===== src/rtl/tc_arb_pkg.sv =====
// Shared types, sizes and the rotating-priority winner search for tc_rr_arbiter4.
package tc_arb_pkg;

    localparam int unsigned IDX_W = 2;
    localparam int unsigned N_REQ = 4;

    typedef enum logic {
        StIdle  = 1'b0,
        StGrant = 1'b1
    } arb_state_e;

    // Scan ptr+1, ptr+2, ptr+3, ptr (mod 4); with exclude set, ptr itself is skipped.
    function automatic logic [IDX_W-1:0] next_winner(
        input logic [N_REQ-1:0] req,
        input logic [IDX_W-1:0] ptr,
        input logic             exclude
    );
        logic [IDX_W-1:0] idx;
        logic [IDX_W-1:0] win;
        logic             found;
        win   = ptr;
        found = 1'b0;
        for (int k = 1; k <= int'(N_REQ); k++) begin
            idx = ptr + IDX_W'(k);
            if (!found && req[idx] && !(exclude && (idx == ptr))) begin
                win   = idx;
                found = 1'b1;
            end
        end
        return win;
    endfunction

endpackage


===== src/rtl/tc_arb_onehot_dec.sv =====
// 2-bit index to 4-bit one-hot decoder.
module tc_arb_onehot_dec
    import tc_arb_pkg::*;
(
    input  logic [IDX_W-1:0] i_idx,
    output logic [N_REQ-1:0] o_onehot
);

    always_comb begin
        o_onehot        = '0;
        o_onehot[i_idx] = 1'b1;
    end

endmodule


===== src/rtl/tc_rr_arbiter4.sv =====
// Four-way round-robin arbiter with registered grant and optional hold-time limit.
// Define TC_RR_ARBITER4_LOCK_EN to add i_lock, which suppresses the hold-time release.
module tc_rr_arbiter4
    import tc_arb_pkg::*;
#(
    parameter int unsigned MAX_HOLD = 0,
    parameter int unsigned CNT_W    = 8
) (
    input  logic             i_clk,
    input  logic             i_rst_n,
    input  logic [N_REQ-1:0] i_req,
`ifdef TC_RR_ARBITER4_LOCK_EN
    input  logic             i_lock,
`endif
    output logic [N_REQ-1:0] o_gnt,
    output logic [IDX_W-1:0] o_gnt_idx,
    output logic             o_gnt_valid,
    output logic [CNT_W-1:0] o_busy_cycles
);

    localparam bit               HoldEn   = (MAX_HOLD != 0);
    localparam logic [CNT_W-1:0] HoldLast = CNT_W'(MAX_HOLD - 1);

    arb_state_e       r_state, w_state_d;
    logic [IDX_W-1:0] r_ptr, w_ptr_d;
    logic [N_REQ-1:0] r_gnt, w_gnt_d;
    logic [IDX_W-1:0] r_gnt_idx, w_idx_d;
    logic             r_gnt_valid, w_valid_d;
    logic [CNT_W-1:0] r_busy, w_busy_d;

    logic [IDX_W-1:0] w_win_idx;
    logic [N_REQ-1:0] w_win_oh;
    logic [N_REQ-1:0] w_others;
    logic             w_lock;
    logic             w_timeout;
    logic             w_release;

`ifdef TC_RR_ARBITER4_LOCK_EN
    assign w_lock = i_lock;
`else
    assign w_lock = 1'b0;
`endif

    // In GRANT the search starts after the owner and skips it; in IDLE it starts after ptr.
    assign w_win_idx = next_winner(i_req, (r_state == StGrant) ? r_gnt_idx : r_ptr,
                                   r_state == StGrant);

    tc_arb_onehot_dec u_dec (
        .i_idx    (w_win_idx),
        .o_onehot (w_win_oh)
    );

    // r_gnt is the owner's one-hot while in GRANT.
    assign w_others  = i_req & ~r_gnt;
    assign w_timeout = HoldEn && (r_busy == HoldLast) && (|w_others) && !w_lock;
    assign w_release = !i_req[r_gnt_idx] || w_timeout;

    always_comb begin
        w_state_d = r_state;
        w_ptr_d   = r_ptr;
        w_gnt_d   = r_gnt;
        w_idx_d   = r_gnt_idx;
        w_valid_d = r_gnt_valid;
        w_busy_d  = r_busy;
        unique case (r_state)
            StIdle: begin
                if (|i_req) begin
                    w_state_d = StGrant;
                    w_gnt_d   = w_win_oh;
                    w_idx_d   = w_win_idx;
                    w_valid_d = 1'b1;
                    w_busy_d  = '0;
                end
            end
            StGrant: begin
                if (!w_release) begin
                    if (r_busy != '1) begin
                        w_busy_d = r_busy + CNT_W'(1);
                    end
                end else begin
                    w_ptr_d  = r_gnt_idx;
                    w_busy_d = '0;
                    if (|w_others) begin
                        w_gnt_d = w_win_oh;
                        w_idx_d = w_win_idx;
                    end else begin
                        w_state_d = StIdle;
                        w_gnt_d   = '0;
                        w_valid_d = 1'b0;
                    end
                end
            end
            default: w_state_d = StIdle;
        endcase
    end

    always_ff @(posedge i_clk or negedge i_rst_n) begin
        if (!i_rst_n) begin
            r_state     <= StIdle;
            r_ptr       <= 2'b11;
            r_gnt       <= '0;
            r_gnt_idx   <= '0;
            r_gnt_valid <= 1'b0;
            r_busy      <= '0;
        end else begin
            r_state     <= w_state_d;
            r_ptr       <= w_ptr_d;
            r_gnt       <= w_gnt_d;
            r_gnt_idx   <= w_idx_d;
            r_gnt_valid <= w_valid_d;
            r_busy      <= w_busy_d;
        end
    end

    assign o_gnt         = r_gnt;
    assign o_gnt_idx     = r_gnt_idx;
    assign o_gnt_valid   = r_gnt_valid;
    assign o_busy_cycles = r_busy;

endmodule


===== config.mk =====
export PLATFORM = sky130hd
export DESIGN_NAME = tc_rr_arbiter4
export DESIGN_NICKNAME = d
export VERILOG_FILES = /design/src/rtl/tc_arb_pkg.sv /design/src/rtl/tc_arb_onehot_dec.sv /design/src/rtl/tc_rr_arbiter4.sv
export SDC_FILE = /design/constraint.sdc
export NUM_CORES = 1
export LEC_CHECK = 0
export ABC_AREA = 0
export CAP_MARGIN = 5
export CORE_UTILIZATION = 38
export DETAILED_ROUTE_END_ITERATION = 10
export PLACE_DENSITY = 0.62
export SYNTH_ARGS = -nofsm -noshare
export SYNTH_HDL_FRONTEND = slang
export SYNTH_SLANG_ARGS = --single-unit

===== constraint.sdc =====
create_clock -name i_clk -period 1.9 [get_ports i_clk]
set_input_delay 0.285 -clock i_clk [delete_from_list [all_inputs] [get_ports i_clk]]
set_output_delay 0.285 -clock i_clk [all_outputs]
set_load 0.02 [all_outputs]

==> results of run 1 <==
==> power by group <==
group	internal [W]	total [W]	switching (W)
Sequential	0.000518	0.000642	0.000124
Combinational	0.000578	0.00109	0.000508
Clock	0.0000816	0.000196	0.000115
Total	0.00118	0.00192	0.000746
==> stage by stage <==
stage               util (%)  instance area, sq um
finish                 54.71                  1380
CTS                    54.37                  1371
global route           54.71                  1380
global placement       53.32                  1345
floorplan                  -                  1039
detailed placement     53.32                  1345
==> logic make-up after synthesis <==
family	after synthesis	synth area share (%)
DFF	18	43.61
and+or+nand+nor	23	12.41
buffers and inverters	10	4.217
adders and majority gates	1	1.205
AOI/OAI and AO/OA	36	25.30
muxes	11	13.25
==> metal layers <==
layer  global-route usage, %  share of wire, %  vias to the layer above
li1                        -                 -                      447
met1                   26.24                50                      438
met2                   32.32                47                       14
met3                   5.278               2.7                        2
met4                   3.846              0.53                        0
met5                       0                 0                        -
==> Yosys cell counts (all sizes together) (3+ instances only) <==
master   n
o21ai    4
nand3    3
mux2i    4
a31o     3
a21oi   10
nor2     4
mux2     6
nand2    4
a32o     5
dfrtp   16
buf      3
a31oi    3
inv      6
==> how the worst max path moves through the flow <==
stage / to / slack, ns / depth (start not counted)
2_1_floorplan: o_busy_cycles[4] / 0.12 / 5
3_3_place_gp: o_gnt_idx[1] / -0.18 / 5
3_5_place_dp: o_gnt_idx[1] / -0.20 / 5
4_1_cts: o_gnt[0] / 0.04 / 4
5_1_grt: o_gnt[0] / 0.04 / 4
6_report: o_gnt_idx[1] / 0.12 / 5
==> sequential cells by signal, indices dropped and copies added (netlist names) <==
| register | count |
|---|---|
| o_gnt_idx | 2 |
| r_state | 1 |
| o_gnt | 4 |
| o_gnt_valid | 1 |
| o_busy_cycles | 8 |
| r_ptr | 2 |
==> final cells by class <==
class | count | area share [%]
clock buffer | 4 | 1.904
inverter | 6 | 1.632
multi-input combinational | 71 | 39.26
sequential | 18 | 32.91
tap | 30 | 2.720
timing repair buffer | 33 | 21.58
==> timing repair <==
item,CTS,global route
buffers inserted,0,1
endpoints found under the setup margin,0,10
resized for setup,0,1
hold endpoints to repair,0,0
==> out/results.tsv, run 1 <==
metric	value	unit
cts hold-fix bufs	0	
Tot Pwr	0.001925	W
CP delay by family, top	simple AND/OR/NAND/NOR gates	
Req. time, crit path	2.08	ns
crit path kind	in2reg	
Mapped Area	1038	sq um
final hold slack	0.3188	ns
cells after synthesis	99	
CP Cell Sequence	clkdlybuf4s50_1, or2_1, or4_4, a22o_4, mux2_4	
Critical Path Start	i_req[1]	
Die Span Y	54.28	um
Avg Inst Size Synth	10.49	sq um
fillers	234	
Synth Flop Type	dfrtp_1	
Die ar.	2946	sq um
Register Area	454.2	sq um
Multi-input gate area	541.8	sq um
minimum clock period	1.782	ns
unrepaired setup endpoints after global routing	false	
num rows	18	
clock root buffer	clkbuf_4	
commonest cells after routing, fill and taps aside	clkdlybuf4s50_1 (20), dfrtp_1 (15), buf_4 (13), a21oi_1 (10), inv_1 (6)	
Longest Clk Path Bufs	2	
Crit. End Element	register	
worst path bufs/invs	1	
CTS tree	done	
grt ovf	0	
unique cell type count in the Yosys netlist	40	
asr flop ratio synth	100.0	%
max incr delay on CP	0.43	ns
Hold Path Class	in2async	
vias in the first global route	912	
Initial DRC Count	11	
H-tree depth	1	
worst-path fanout max	6	
Post-DRT Antenna Nets	0	
Routed wire per std cell	15.15	um
TritonRoute pass-1 iters	4	
Final Hold Vio Count	0	
reg2reg start	r_state	
Final Cycle Share	93.81	%
Slew Limit Fails	0	
Top Ports	21	
Worst R2R Setup Slack	0.14	ns
antenna diode count	0	
Leak	0.6115	nW
port buffer count	20	
core area	2522	sq um
largest area contributor in the netlist	dfrtp_1	
Peak VDD IR	787.3	uV
Pwr Density	1395	nW/um^2
startpoint type of the worst setup path	input pin	
crit path max-delay cell type	or4_4	
Synth Register Bits	18	
slew margin rel.	74.99	%
dpl ws	-0.1991	ns
# DRC	0	
Reg clk slew, reported paths	0.10	ns
Clock Sinks	18	
final RePlAce weighted congestion	0.7801	
DR vias/cell	5.562	
sequential area share after synthesis	43.61	%
Final Non-Filler Cells	162	
initial antenna violation count	0	
Max Cap Viol	0	
die width	54.28	um
yosys warns	0	
setup_tns	0	ns
status	complete, no violations	
Initial Utilization	41.17	%
slack of the critical path	0.1176	ns
placed insts	157	
routed via count	901	
Setup Skew	0.002588	ns
post-synth top area share	38.55	%
Post-synth EDFFs	0	
syn_nets	106	
Layout area overhead	32.89	%
commonest non-fill, non-tap cell in the layout	clkdlybuf4s50_1	
largest net degree at the start of global routing	19	
Skew-Pair Late Insertion Delay	0.29	ns
hpwl dp	1.841	mm
Data arrival, critical path	1.97	ns
total wire length	2.455	mm
first-pass GRT wire length	4.167	mm
R2R Path End	o_gnt[2]	
TritonCTS Buffers	3	
setup violators final	0	
Reg2Reg Depth	4	
Worst-Margin Slew	0.3717	ns
highest clock rate	561.1	MHz
NumNets Final	140	
layout cell share with drive strength beyond 1	22.73	%
Synth area leaders	dfrtp_1 (39%), dfstp_2 (5.1%), a21oi_1 (4.8%), a32o_1 (4.8%), mux2i_1 (3.9%)	
Total GRT Usage	19.80	%
No activity file was read; power rests on OpenSTA's default activity.
==> inputs of run 2 (changes only) <==
--- a/config.mk
+++ b/config.mk
@@ -7,6 +7,7 @@
 export LEC_CHECK = 0
 export ABC_AREA = 0
 export CAP_MARGIN = 5
+export CORE_ASPECT_RATIO = 1.75
 export CORE_UTILIZATION = 38
 export DETAILED_ROUTE_END_ITERATION = 10
 export PLACE_DENSITY = 0.62
==> out/results.tsv, run 2 (synthesis gave the netlist of run 1 again) <==
metric	value	unit	change
CTS tree	done		
NumNets Final	143		+2.1%
worst path bufs/invs	1		unchanged
placed insts	156		-0.64%
status	complete, no violations		
Die ar.	2954	sq um	+0.28%
minimum clock period	1.829	ns	+0.04673 ns
Routed wire per std cell	15.12	um	-0.24%
Met3 Wirelength	87	um	+32%
Worst-Margin Slew	0.3634	ns	-0.008334 ns
Reg clk slew, reported paths	0.07	ns	-0.03 ns
Setup Skew	0.001368	ns	-0.001220 ns
Skew-Pair Late Insertion Delay	0.25	ns	-0.04 ns
routed via count	936		+3.9%
Max Cap Viol	0		unchanged
highest clock rate	546.7	MHz	-2.6%
TritonRoute pass-1 iters	4		unchanged
Peak VDD IR	772.7	uV	-1.8%
CP delay by family, top	simple AND/OR/NAND/NOR gates		
Leak	0.6349	nW	+3.8%
design area	1429	sq um	+3.5%
CP Cell Sequence	clkdlybuf4s50_1, or2_1, or4_4, a22o_4, mux2_4		
Hold Path Class	in2async		
setup violators final	0		unchanged
met1 wire length	915	um	-26%
cts hold-fix bufs	0		unchanged
Final Hold Vio Count	0		unchanged
crit path kind	in2reg		
largest net degree at the start of global routing	19		unchanged
vias in the first global route	988		+8.3%
Top Ports	21		unchanged
utilization after layout	55.98	%	+1.3 points
Final Cycle Share	96.27	%	+2.5 points
commonest non-fill, non-tap cell in the layout	clkdlybuf4s50_1		
Clock Sinks	18		unchanged
crit path max-delay cell type	or4_4		
clock root buffer	clkbuf_8		
worst-path fanout max	6		unchanged
reg2reg start	r_state		
grt ovf	0		unchanged
H-tree depth	1		unchanged
max reg flops	8		unchanged
final RePlAce weighted congestion	0.7954		+2.0%
initial antenna violation count	0		unchanged
hpwl dp	1.980	mm	+7.5%
num rows	24		+6
max incr delay on CP	0.43	ns	about the same
startpoint type of the worst setup path	input pin		
# DRC	0		unchanged
Critical Path Start	i_req[1]		
Initial DRC Count	20		+9
Layout area overhead	37.59	%	
first-pass GRT wire length	4.105	mm	-1.5%
Final Non-Filler Cells	161		-0.62%
antenna diode count	0		unchanged
unrepaired setup endpoints after global routing	false		
Post-DRT Antenna Nets	0		unchanged
total wire length	2.434	mm	-0.86%
placed cell areas	1363	sq um	+1.3%
Data arrival, critical path	1.96	ns	about the same
final hold slack	0.3643	ns	+0.04544 ns
core area	2552	sq um	+1.2%
die width	41.52	um	-24%
Pwr Density	1465	nW/um^2	+5.0%
Slew Limit Fails	0		unchanged
met2 wire length	1.368	mm	+20%
Total GRT Usage	18.19	%	-1.6 points
Die Span Y	71.16	um	+31%
DR vias/cell	5.814		+4.5%
TritonCTS Buffers	3		unchanged
Top Metal Used	met4		
Initial Utilization	40.69	%	-0.48 points
Crit. End Element	register		
commonest cells after routing, fill and taps aside	clkdlybuf4s50_1 (20), dfrtp_1 (16), buf_4 (16), a21oi_1 (10), inv_1 (6)		
Req. time, crit path	2.04	ns	-0.04 ns
port buffer count	20		unchanged
layout cell share with drive strength beyond 1	25.19	%	+2.5 points
slew margin rel.	75.55	%	+0.56 points
Longest Clk Path Bufs	2		unchanged
-- run 2: final timing paths --
kind	endpoint	slack [ns]	cells past startpoint
max	o_gnt_idx[1]	0.07	5
min	o_busy_cycles[1]	0.36	2
max reg2reg	o_gnt[2]	0.09	4
min reg2reg	o_gnt_valid	0.51	2
max in group asynchronous	r_ptr[0]	1.28	2
min in group i_clk	o_gnt_valid	0.51	2
-- run 2: layout make-up --
type | count | area [sq um]
Fill cell | 223 | 1124
Sequential cell | 18 | 452.9
Timing Repair Buffer | 36 | 320.3
Clock buffer | 4 | 55.05
Tap cell | 26 | 32.53
Inverter | 6 | 22.52
Multi-Input combinational cell | 71 | 545.5
-- run 2: through the flow --
step | TNS, ns | setup WS, ns | total power [W]
floorplan | 0 | 0.1212 | 0.001341
global placement | -1.194 | -0.1802 | 0.001762
detailed placement | -1.701 | -0.1939 | 0.001788
CTS | 0 | 0.05581 | 0.002102
global route | 0 | 0.01446 | 0.002238
finish | 0 | 0.07092 | 0.002093
-- run 2: power breakdown --
part | switching, W | internal [W]
Clock | 0.000122 | 0.000184
Sequential | 0.000117 | 0.000518
Combinational | 0.000537 | 0.000615
-- run 2: layer usage --
metal | GRT usage, % | up-vias
met5 | 0 | -
met4 | 10.75 | 0
met3 | 2.296 | 6
met2 | 35.24 | 27
met1 | 17.35 | 452
li1 | - | 451
-- run 2: timing repair --
item	4_1_cts	5_1_grt
resized for setup	0	1
setup endpoints to repair	0	6
buffers inserted	0	1
